## src/rtl/vector_recorder_pkg.sv

```systemverilog
// Shared types and constants for the response-capture buffer.
// Sample bundle layout is {a, b, cin, cout, sum} with sum in bit 0.
package vector_recorder_pkg;

    typedef enum logic [1:0] {
        IDLE    = 2'd0,
        CAPTURE = 2'd1,
        HOLD    = 2'd2
    } rec_state_t;

    localparam int unsigned DEF_WIDTH = 5;
    localparam int unsigned DEF_DEPTH = 8;

    localparam int unsigned FLD_SUM  = 0;
    localparam int unsigned FLD_COUT = 1;
    localparam int unsigned FLD_CIN  = 2;
    localparam int unsigned FLD_B    = 3;
    localparam int unsigned FLD_A    = 4;

    function automatic logic [DEF_WIDTH-1:0] pack_vector(
        input logic a,
        input logic b,
        input logic cin,
        input logic cout,
        input logic sum
    );
        logic [DEF_WIDTH-1:0] v;
        v           = '0;
        v[FLD_A]    = a;
        v[FLD_B]    = b;
        v[FLD_CIN]  = cin;
        v[FLD_COUT] = cout;
        v[FLD_SUM]  = sum;
        return v;
    endfunction

endpackage

```

## src/rtl/vector_recorder_mem.sv

```systemverilog
// Simple dual-port RAM: synchronous write, registered read.
// Only the read register is reset; the array itself is never cleared.
module rec_mem #(
    parameter int unsigned WIDTH = 5,
    parameter int unsigned DEPTH = 8,
    localparam int unsigned ADDR_W = $clog2(DEPTH)
) (
    input  logic              clk,
    input  logic              reset,
    input  logic              we,
    input  logic [ADDR_W-1:0] waddr,
    input  logic [WIDTH-1:0]  wdata,
    input  logic              re,
    input  logic [ADDR_W-1:0] raddr,
    output logic [WIDTH-1:0]  rdata
);

    logic [WIDTH-1:0] mem [DEPTH];

    always_ff @(posedge clk) begin
        if (we) begin
            mem[waddr] <= wdata;
        end
    end

    // rdata holds its last value when re is low
    always_ff @(posedge clk or negedge reset) begin
        if (!reset) begin
            rdata <= '0;
        end else if (re) begin
            rdata <= mem[raddr];
        end
    end

endmodule

```

## src/rtl/vector_recorder.sv

```systemverilog
// Response-capture buffer: records qualified samples during a run, then
// drains them in order through a read handshake with registered data.
module vector_recorder
    import vector_recorder_pkg::*;
#(
    parameter int unsigned WIDTH = DEF_WIDTH,
    parameter int unsigned DEPTH = DEF_DEPTH,
    localparam int unsigned ADDR_W = $clog2(DEPTH)
) (
    input  logic              clk,
    input  logic              reset,
    input  logic              start,
    input  logic              stop,
    input  logic              sample_valid,
    input  logic [WIDTH-1:0]  sample_data,
    input  logic              rd_en,
    output logic [WIDTH-1:0]  rd_data,
    output logic              rd_valid,
    output logic [ADDR_W:0]   count,
    output logic              busy,
    output logic              full,
    output logic              done
);

    localparam logic [ADDR_W:0] LAST_CNT = (ADDR_W + 1)'(DEPTH - 1);

    rec_state_t        state_q;
    logic [ADDR_W:0]   wr_ptr_q;
    logic [ADDR_W:0]   rd_ptr_q;
    logic              mem_we;
    logic              mem_re;
    logic              last_read;

    always_comb begin
        mem_we    = (state_q == CAPTURE) && sample_valid;
        mem_re    = (state_q == HOLD) && rd_en && (rd_ptr_q < count);
        last_read = (rd_ptr_q + 1'b1) == count;
    end

    rec_mem #(
        .WIDTH (WIDTH),
        .DEPTH (DEPTH)
    ) u_mem (
        .clk   (clk),
        .reset (reset),
        .we    (mem_we),
        .waddr (wr_ptr_q[ADDR_W-1:0]),
        .wdata (sample_data),
        .re    (mem_re),
        .raddr (rd_ptr_q[ADDR_W-1:0]),
        .rdata (rd_data)
    );

    always_ff @(posedge clk or negedge reset) begin
        if (!reset) begin
            state_q  <= IDLE;
            wr_ptr_q <= '0;
            rd_ptr_q <= '0;
            count    <= '0;
            rd_valid <= 1'b0;
            busy     <= 1'b0;
            full     <= 1'b0;
            done     <= 1'b0;
        end else begin
            rd_valid <= 1'b0;
            done     <= 1'b0;
            case (state_q)
                IDLE: begin
                    if (start) begin
                        state_q  <= CAPTURE;
                        busy     <= 1'b1;
                        full     <= 1'b0;
                        wr_ptr_q <= '0;
                        rd_ptr_q <= '0;
                        count    <= '0;
                    end
                end
                CAPTURE: begin
                    if (sample_valid) begin
                        wr_ptr_q <= wr_ptr_q + 1'b1;
                        count    <= count + 1'b1;
                    end
                    if (sample_valid && count == LAST_CNT) begin
                        state_q <= HOLD;
                        busy    <= 1'b0;
                        full    <= 1'b1;
                    end else if (stop) begin
                        busy <= 1'b0;
                        // An empty run has nothing to drain, so skip HOLD
                        state_q <= (sample_valid || count != '0) ? HOLD : IDLE;
                    end
                end
                HOLD: begin
                    if (mem_re) begin
                        rd_valid <= 1'b1;
                        rd_ptr_q <= rd_ptr_q + 1'b1;
                        if (last_read) begin
                            done    <= 1'b1;
                            full    <= 1'b0;
                            state_q <= IDLE;
                        end
                    end
                end
                default: begin
                    state_q <= IDLE;
                    busy    <= 1'b0;
                end
            endcase
        end
    end

endmodule

```

## config.mk

```make
export PLATFORM = sky130hd
export DESIGN_NAME = vector_recorder
export DESIGN_NICKNAME = d
export VERILOG_FILES = /design/src/rtl/vector_recorder_pkg.sv /design/src/rtl/vector_recorder_mem.sv /design/src/rtl/vector_recorder.sv
export SDC_FILE = /design/constraint.sdc
export NUM_CORES = 1
export LEC_CHECK = 0
export BUFFER_PORTS_ARGS = -buffer_cell sky130_fd_sc_hd__buf_2
export CORE_UTILIZATION = 53
export CTS_CLUSTER_SIZE = 20
export DETAILED_ROUTE_END_ITERATION = 12
export PLACE_DENSITY = 0.84
export SETUP_SLACK_MARGIN = 0.3
export SLEW_MARGIN = 15
export SYNTH_ARGS = -nofsm -noshare
export SYNTH_HDL_FRONTEND = slang
export SYNTH_SLANG_ARGS = --single-unit
```

## constraint.sdc

```tcl
create_clock -name clk -period 1.85 [get_ports clk]
set_input_delay 0.185 -clock clk [delete_from_list [all_inputs] [get_ports clk]]
set_output_delay 0.185 -clock clk [all_outputs]
set_load 0.05 [all_outputs]
```

==> impl_results.md, run 1 <==
- Outcome: completed
- Share of layout cells above drive strength 1: between 40 and 50%
- Routed len/inst: ~16 um
- Die Ht: between 70 and 80 um
- Worst-path clk slew: roughly 0.07 ns
- Critical path class: reg -> reg
- Syn Std Cell Area: between 2000 and 3000 sq um
- DRT Pass-1 Iters: 4
- Design area: 3420 sq um
- Static Leak: around 1.3 nW
- Yosys warnings: 0
- Min-Delay Path Class: in -> reg
- Synth top area share: a little over two fifths
- Most area-consuming cells after synthesis: edfxtp_1, dfrtp_1, mux4_2
- Max Fclk: slightly below 600 MHz
- WP data arrival: between 1.5 and 2 ns
- Fin util: a little over two thirds
- Worst slew pin tran: just over 0.5 ns
- Port Buf Inserts: 23
- Rel. slew slack: between 60 and 70%
- Grt total ovfl: 0
- Max Slew Vio Count: 0
- Nets: 266
- Hold Fails Final Rpt: 0
- Number of global-route vias before repair: 1,658
- Hold WS: 0.114 ns
- Initial antenna violation count: 0
- Yosys top cell by area: edfxtp_1
- Clock skew: between 0.005 and 0.006 ns
- Die width: between 70 and 80 um
- Placed inst area: slightly above 3000 sq um
- Largest net degree at the start of global routing: 23
- EDFF count, synth: 40
- Asr flop ratio synth: 35.5%
- Setup TNS Final: 0 ns
- Final setup violation count: 0
- I/O pin count: 24
- Yosys cell types: 40
- Most common cell after layout, fill and taps aside: edfxtp_1
- H-Tree Level Count: 3
- Clock latency on the worst-skew pair: about 0.34 ns
- Period minus WS final: between 1.5 and 2 ns
- CTS tree: built
- Fin worst setup slack: 0.168 ns
- Crit. End Element: register
- Most frequent cells in the layout: edfxtp_1, nand2_1, buf_2
- Ys flop type: edfxtp_1
- Drt drc: 0
- Clk sinks: 62
- Mean post-synth cell area: 14.0 sq um
- Overall routing resource usage: between 20% and 30%
- Routed Antenna Nets: 0
- VDD IR max: roughly 0.77 mV
- Routability congestion estimate: 0.783
- Number of diodes: 0
- MaxCap Viol Count: 0
- Hpwl dp: 3410 um
- Final wirelength: just over 5000 um
- Total chip power: approximately 4.8 mW
- DR iter-0 viols: 90
- Final Non-Filler Cells: around 320
- Post-place setup slack: around 0.10 ns
- Crit path launch type: register
- Root buf cell: clkbuf_8
- Post-synthesis sequential area ratio: a little under two thirds
- Post-Synthesis Cells: ~200
- Initial Util: between 50% and 60%
- CTS Buf Count: 9
- First-pass GRT wire length: 7990 um
- Fill cells: ~330
- Core area: about 4800 sq um
- Final Cycle Share: between 90% and 100%
- Critical-path maximum fanout: 4
- FP Rows: 25
- Vias per cell: about 5.4
- P&R area growth vs syn: 24.2%
- Placed cells: ~300
- Pwr dens: 1410 nW/um^2
- Maximum clock path buffer count: 2
- RSZ-0062 raised after global routing: yes
- Die ar.: between 5000 and 6000 sq um
- Worst EP required: around 2.1 ns
- Yosys reg bits: 62
- Syn_nets: approximately 220
- Vias post-DR: about 1,700
==> critical path, stage by stage, from the launching register on <==
cell and delay [ns]:
dfrtp_1 0.42, buf_4 0.17, ha_2 0.34, xor2_1 0.18
nor3_2 0.06, and3_2 0.24, o31ai_2 0.19
==> cell families after synthesis <==
| logic type | Yosys count | share of synthesized area, % |
|---|---|---|
| AO/OA/AOI/OAI | 25 | 5.95 |
| XOR/XNOR | 5 | 1.59 |
| adder cells (fa/ha/maj) | 8 | 3.63 |
| buffers and inverters | 17 | 3.73 |
| flip-flops | 62 | 63.6 |
| multiplexers | 16 | 10.6 |
| AND/OR/NAND/NOR | 64 | 10.9 |
==> synthesized netlist by cell type, drive strengths merged, types with 2 or more instances <==
| cell type | number |
|---|---|
| edfxtp | 40 |
| nand2 | 26 |
| dfrtp | 22 |
| nor2 | 16 |
| mux4 | 10 |
| o21ai | 9 |
| ha | 8 |
| inv | 8 |
| buf | 7 |
| a22o | 5 |
| a31oi | 5 |
| nor3 | 5 |
| mux2i | 4 |
| nand3 | 4 |
| a21oi | 3 |
| and3 | 3 |
| xnor2 | 3 |
| clkbuf | 2 |
| mux2 | 2 |
| nand2b | 2 |
| nand4 | 2 |
| o31ai | 2 |
| or3 | 2 |
| xor2 | 2 |
==> flip-flops by register name, summed over array words and instances, names as in the netlist <==
register,count
busy,1
count,4
state_q,2
rd_ptr_q,4
u_mem.mem,40
rd_valid,1
done,1
full,1
wr_ptr_q,3
u_mem.rdata,5
==> cell type report <==
cell class              instances  area [sq um]  share of cell area, %
clock buffers                  10           128                   3.73
clock inverters                 6          86.3                   2.52
inverters                       8          30.0                  0.878
multi-input cells             118          1020                   29.7
flip-flops and latches         62          1760                   51.4
well taps                      67          83.8                   2.45
repair buffers                 48           317                   9.26
==> what timing repair did <==
action | 4_1_cts | 5_1_grt
setup buffers | 6 | 1
setup endpoints to repair | 37 | 38
pin swaps | 4 | 3
gates resized for setup | 10 | 9
hold buffers | 1 | 0
endpoints found under the hold margin | 22 | 0
==> path summary, 6_finish.rpt <==
path | slack [ns] | from | to | cells after the start
worst max-delay path | 0.17 | rd_ptr_q[1] | state_q[1] | 6
worst min-delay path | 0.11 | sample_data[2] | u_mem.mem[1][2] | 1
worst max register to register | 0.17 | rd_ptr_q[1] | state_q[1] | 6
worst min register to register | 0.52 | busy | busy | 2
max in group asynchronous | 1.12 | reset | rd_ptr_q[0] | 2
min in group asynchronous | 0.35 | reset | wr_ptr_q[1] | 2
==> metal layers <==
metal  global-route usage [%]  routed length [um]  up-vias
li1                         -                   -      830
met1                     26.7                2230      839
met2                     33.5                2470       57
met3                     7.32                 325        8
met4                     8.97                  94        0
met5                        0                   0        -
==> power by group <==
| part | internal, mW | leakage [nW] | switching (mW) |
|---|---|---|---|
| sequential | 1.69 | 0.639 | 0.156 |
| combinational | 0.675 | 0.575 | 1.04 |
| clock | 0.755 | 0.106 | 0.510 |
(Power assumes the default switching activity.)
==> inputs of run 2 (changes only) <==
--- a/config.mk
+++ b/config.mk
@@ -6,10 +6,11 @@
 export NUM_CORES = 1
 export LEC_CHECK = 0
 export BUFFER_PORTS_ARGS = -buffer_cell sky130_fd_sc_hd__buf_2
-export CORE_UTILIZATION = 53
+export CORE_UTILIZATION = 55
+export CTS_BUF_LIST = sky130_fd_sc_hd__clkbuf_2
 export CTS_CLUSTER_SIZE = 20
 export DETAILED_ROUTE_END_ITERATION = 12
-export PLACE_DENSITY = 0.84
+export PLACE_DENSITY = 0.83
 export SETUP_SLACK_MARGIN = 0.3
 export SLEW_MARGIN = 15
 export SYNTH_ARGS = -nofsm -noshare
==> constraint.sdc (replaced) <==
create_clock -name clk -period 2.1 [get_ports clk]
set_input_delay 0.21 -clock clk [delete_from_list [all_inputs] [get_ports clk]]
set_output_delay 0.21 -clock clk [all_outputs]
set_load 0.05 [all_outputs]
==> impl_results.md, run 2 (synthesis gave the netlist of run 1 again) <==
- Hold path startpoint: stop
- WP data arrival: 2.22 ns (+0.30 ns)
- Nets: 261 (-1.9%)
- Hpwl dp: 3540 um (+4.0%)
- Vias per cell: 5.63 (+3.6%)
- Hold path cells: 3 (+2)
- Critical path class: reg -> reg
- Clock latency on the worst-skew pair: 0.49 ns (+0.15 ns)
- Vias post-DR: 1,769 (+2.0%)
- Initial antenna violation count: 0 (unchanged)
- Top Metal Used: met4
- Port Buf Inserts: 23 (unchanged)
- Outcome: completed
- Clock skew: 0.0312 ns (+0.0259 ns)
- Pwr dens: 1150 nW/um^2 (-18%)
- First-pass GRT wire length: 8680 um (+8.6%)
- Max Fclk: 553 MHz (-7.0%)
- Worst-path clk slew: 0.21 ns (+0.14 ns)
- Overall routing resource usage: 23.0% (+1.8 points)
- DR iter-0 viols: 168 (+87%)
- Hold Fails Final Rpt: 0 (unchanged)
- Max Slew Vio Count: 0 (unchanged)
- Leading registers by flop count: u_mem.mem (40), u_mem.rdata (5)
- Routability congestion estimate: 0.777 (-0.79%)
- Number of global-route vias before repair: 1,733 (+4.5%)
- Hold WS: 0.0531 ns (-0.0607 ns)
- Min-Delay Path Class: in -> reg
- CTS tree: built
- Buf+Inv Stages, Crit Path: 1 (unchanged)
- Most flops, register: u_mem.mem
- M1 WL: 2360 um (+5.6%)
- DRT Pass-1 Iters: 4 (unchanged)
- I/O pin count: 24 (unchanged)
- Drt drc: 0 (unchanged)
- Setup TNS Final: 0 ns (unchanged)
- Routed Antenna Nets: 0 (unchanged)
- Routed len/inst: 17.2 um (+6.9%)
- Static Leak: 1.25 nW (-5.7%)
- Critical-path top delay cell: dfrtp_2
- CP top delay family: flip-flops
- MaxCap Viol Count: 0 (unchanged)
- Maximum clock path buffer count: 2 (unchanged)
- VDD IR max: 0.573 mV (-26%)
- Critical-path maximum fanout: 7 (+3)
- CTS Buf Count: 9 (unchanged)
- Initial Util: 57.5% (+0.74 points)
- Die width: 72.8 um (-1.8%)
- Max reg flops: 40 (unchanged)
- Final setup violation count: 0 (unchanged)
- Worst slew pin tran: 0.482 ns (-0.0244 ns)
- Final wirelength: 5400 um (+5.3%)
- Rel. slew slack: 67.6% (+1.4 points)
- Reg2Reg Depth: 7 (+1)
- Max incr delay on CP: 0.45 ns (+0.03 ns)
- Share of layout cells above drive strength 1: 35.6% (-5.6 points)
- H-Tree Level Count: 3 (unchanged)
- Crit. End Element: register
- Die ar.: 5290 sq um (-3.5%)
- FP Rows: 25 (unchanged)
- Most common cell after layout, fill and taps aside: edfxtp_1
- Largest net degree at the start of global routing: 23 (unchanged)
- P&R area growth vs syn: 17.4%
- RR Startpoint: count[1]
- Root buf cell: clkbuf_2
- Crit path launch type: register
- Period minus WS final: 1.81 ns (+0.127 ns)
- Core area: 4790 sq um (-1.3%)
- Die Ht: 72.8 um (-1.8%)
- CP Cell Sequence: inv_2 > ha_4 > nor2b_4 > o211ai_1 > and3_4 > mux2_4 > mux2i_1
- WHS Endpoint: state_q[0]
- Final Cycle Share: 86.2% (-4.8 points)
- Critical R2R Capture: rd_ptr_q[2]
- Number of diodes: 0 (unchanged)
- Clk sinks: 62 (unchanged)
- RSZ-0062 raised after global routing: yes
- Flop-to-flop setup slack: 0.29 ns (+0.12 ns)
- Met2 WL: 2560 um (+3.6%)
- DR WL met3: 320 um (-1.5%)
- Worst EP required: 2.51 ns (+0.42 ns)
- Most frequent cells in the layout: edfxtp_1, nand2_1, buf_2
- Grt total ovfl: 0 (unchanged)
## run 2: changes by cell type in the layout (fill, tap and decap cells not counted), moves of 3 or more
cell and change:
dlygate4sd3_1 +5, clkbuf_8 -9, nor3_1 +4, nor3_2 -3
clkbuf_2 +10, buf_6 -3, buf_4 -7
## run 2: metrics by stage
step / cells / cell area, sq um / power (mW) / setup WS, ns / util, %
finish: 314 / 3230 / 3.72 / 0.290 / 67.5
global route: 314 / 3230 / 3.93 / 0.227 / 67.5
CTS: 308 / 3160 / 3.62 / 0.229 / 66.0
detailed placement: 287 / 2970 / 2.83 / 0.153 / 62.0
global placement: 287 / 2970 / 2.80 / 0.178 / 62.0
floorplan: 197 / 2780 / 2.56 / 0.213 / -
## run 2: worst min-delay path, delay by kind of cell
| kind | cells | cell delay (ns) |
|---|---|---|
| AND/OR/NAND/NOR | 1 | 0.14 |
| AO/OA/AOI/OAI | 1 | 0.08 |
| buffers and inverters | 1 | 0.07 |
## run 2: routing by layer
metal	up-vias	track usage (%)
li1	818	-
met1	863	31.2
met2	76	35.7
met3	12	5.94
met4	0	9.59
met5	-	0
## run 2: worst max-delay path by stage
stage,start,to,slack (ns),depth (start not counted)
6_report,count[1],rd_ptr_q[2],0.29,7
5_1_grt,count[1],u_mem.rdata[2],0.23,8
4_1_cts,state_q[1],u_mem.mem[0][3],0.23,5
3_5_place_dp,state_q[1],u_mem.mem[4][0],0.15,4
3_3_place_gp,state_q[1],u_mem.mem[2][3],0.18,4
2_1_floorplan,count[1],rd_ptr_q[2],0.21,8
## run 2: power by group
group	switching, mW	total, mW	leakage [nW]	internal [mW]
logic	0.827	1.31	0.537	0.483
clock network	0.475	0.763	0.0687	0.288
registers	0.167	1.65	0.639	1.48
## run 2: area by class of cell
class	instances	area (sq um)
clock buffer	10	50.0
inverter	8	32.5
fill	346	1550
tap	67	83.8
multi-input combinational	118	956
timing repair buffer	43	280
clock inverter	6	71.3
sequential	62	1760
## run 2: timing repair
| item | CTS | global route |
|---|---|---|
| pin swaps | 0 | 2 |
| hold endpoints to repair | 41 | 9 |
| resized for setup | 8 | 8 |
| hold buffers | 4 | 2 |
| endpoints found under the setup margin | 25 | 28 |
| buffers inserted | 1 | 4 |
==> inputs of run 3 (changes only) <==
--- a/config.mk
+++ b/config.mk
@@ -11,6 +11,7 @@
 export CTS_CLUSTER_SIZE = 20
 export DETAILED_ROUTE_END_ITERATION = 12
 export PLACE_DENSITY = 0.83
+export RECOVER_POWER = 25
 export SETUP_SLACK_MARGIN = 0.3
 export SLEW_MARGIN = 15
 export SYNTH_ARGS = -nofsm -noshare
==> impl_results.md, run 3 (synthesis gave the netlist of run 1 again) <==
- Number of diodes: 0 (unchanged)
- Min-Delay Path Class: in -> reg
- P&R area growth vs syn: 17.1%
- Fill cells: 349 (+0.87%)
- Routability congestion estimate: 0.777 (unchanged)
- Final wirelength: 5390 um (-0.11%)
- Clock skew: 0.0316 ns (+0.000361 ns)
- Clock latency on the worst-skew pair: 0.49 ns (about the same)
- Critical path class: reg -> reg
- VDD IR max: 0.572 mV (about the same)
- Core area: 4790 sq um (unchanged)
- Most flops, register: u_mem.mem
- Initial Util: 57.5% (unchanged)
- CTS Buf Count: 9 (unchanged)
- Fin worst setup slack: 0.290 ns (-0.000375 ns)
- Static Leak: 1.23 nW (-1.1%)
- Die ar.: 5290 sq um (unchanged)
- Max Slew Vio Count: 0 (unchanged)
- Share of layout cells above drive strength 1: 33.6% (-2.0 points)
- H-Tree Level Count: 3 (unchanged)
- Most frequent cells in the layout: edfxtp_1, nand2_1, buf_2
- Vias post-DR: 1,758 (-0.62%)
- Nets: 261 (unchanged)
- CTS tree: built
- Final setup violation count: 0 (unchanged)
- MaxCap Viol Count: 0 (unchanged)
- Die Ht: 72.8 um (unchanged)
- Max reg flops: 40 (unchanged)
- Initial antenna violation count: 0 (unchanged)
- Drt drc: 0 (unchanged)
- Area occupied by multi-input gates: 956 sq um (unchanged)
- I/O pin count: 24 (unchanged)
- Final Cycle Share: 86.2% (about the same)
- Design area: 3230 sq um (-0.19%)
- RSZ-0062 raised after global routing: yes
- Rel. slew slack: 21.3% (-46 points)
- Critical-path maximum fanout: 7 (unchanged)
- Vias per cell: 5.60 (-0.62%)
- Outcome: completed
- Crit path launch type: register
- Placed inst area: 2970 sq um (unchanged)
- DR iter-0 viols: 163 (-3.0%)
- FP Rows: 25 (unchanged)
- Routed Antenna Nets: 0 (unchanged)
- Die width: 72.8 um (unchanged)
- Root buf cell: clkbuf_2
- Maximum clock path buffer count: 2 (unchanged)
- DRT Pass-1 Iters: 4 (unchanged)
- Worst slew pin tran: 1.18 ns (+0.698 ns)
- Worst EP required: 2.51 ns (about the same)
- Period minus WS final: 1.81 ns (+0.000375 ns)
- Pwr dens: 1150 nW/um^2 (+0.14%)
- Final Non-Filler Cells: 314 (unchanged)
- Post-place setup slack: 0.153 ns (unchanged)
- Clk sinks: 62 (unchanged)
- Setup TNS Final: 0 ns (unchanged)
- Worst-path clk slew: 0.21 ns (about the same)
- WP data arrival: 2.22 ns (about the same)
- Hold Fails Final Rpt: 0 (unchanged)
- Leading registers by flop count: u_mem.mem (40), u_mem.rdata (5)
- First-pass GRT wire length: 8680 um (unchanged)
- Number of global-route vias before repair: 1,733 (unchanged)
- Routed len/inst: 17.2 um (-0.11%)
- Placed cells: 287 (unchanged)
- Grt total ovfl: 0 (unchanged)
- Port Buf Inserts: 23 (unchanged)
- Storage cell area: 1760 sq um (unchanged)
- Overall routing resource usage: 23.0% (unchanged)
- Crit. End Element: register
- Largest net degree at the start of global routing: 23 (unchanged)
- Hpwl dp: 3540 um (unchanged)
- Max Fclk: 553 MHz (about the same)
- Most common cell after layout, fill and taps aside: edfxtp_1
[run 3: cell count changes in the layout (fill, tap and decap cells not counted), sizes merged]
cell    delta
buf        -5
clkbuf     +5
[run 3: cell type report]
type	count	area share, %
clock buffer	10	1.55
clock inverter	6	2.21
inverter	8	1.01
multi-input combinational	118	29.6
sequential	62	54.5
tap	67	2.60
timing repair buffer	43	8.49
[run 3: path summary, 6_finish.rpt]
check                          from  slack (ns)  cells past startpoint           to
setup / recovery           count[1]        0.29                      7  rd_ptr_q[2]
hold / removal                 stop        0.05                      3   state_q[0]
setup reg to reg           count[1]        0.29                      7  rd_ptr_q[2]
hold reg to reg                busy        0.56                      2         busy
max in group asynchronous     reset        0.85                      2  rd_ptr_q[0]
min in group asynchronous     reset        0.44                      2     count[0]
[run 3: worst max-delay path, cell delays in order (launching register included)]
cell and delay [ns]:
dfrtp_2 0.45, inv_2 0.09, ha_4 0.20, nor2b_4 0.12, o211ai_1 0.19, and3_4 0.26, mux2_4 0.30, mux2i_1 0.13
[run 3: timing repair]
item / 4_1_cts / 5_1_grt
setup endpoints to repair: 25 / 28
setup buffers: 1 / 4
hold endpoints to repair: 41 / 9
resized for setup: 8 / 8
hold buffers: 4 / 2
pin swaps: 0 / 2
cloned: 0 / 0
[run 3: stage by stage]
step	hold slack, ns	utilization, %	total power, mW
after floorplan	-0.0856	-	2.56
after global placement	0.195	62.0	2.80
after detailed placement	0.204	62.0	2.83
after CTS	0.00214	66.0	3.62
after global routing	0.0470	67.4	3.93
final	0.0513	67.4	3.72
[run 3: power breakdown]
group,total (mW),internal (mW),switching [mW]
clock,0.763,0.288,0.476
sequential,1.65,1.48,0.167
combinational,1.31,0.482,0.826
[run 3: routing by layer]
metal	track usage [%]	up-vias	share of wire, %
met4	9.59	0	2.9
met1	31.2	858	44
met5	0	-	0
met2	35.7	68	48
li1	-	819	-
met3	5.94	13	5.4
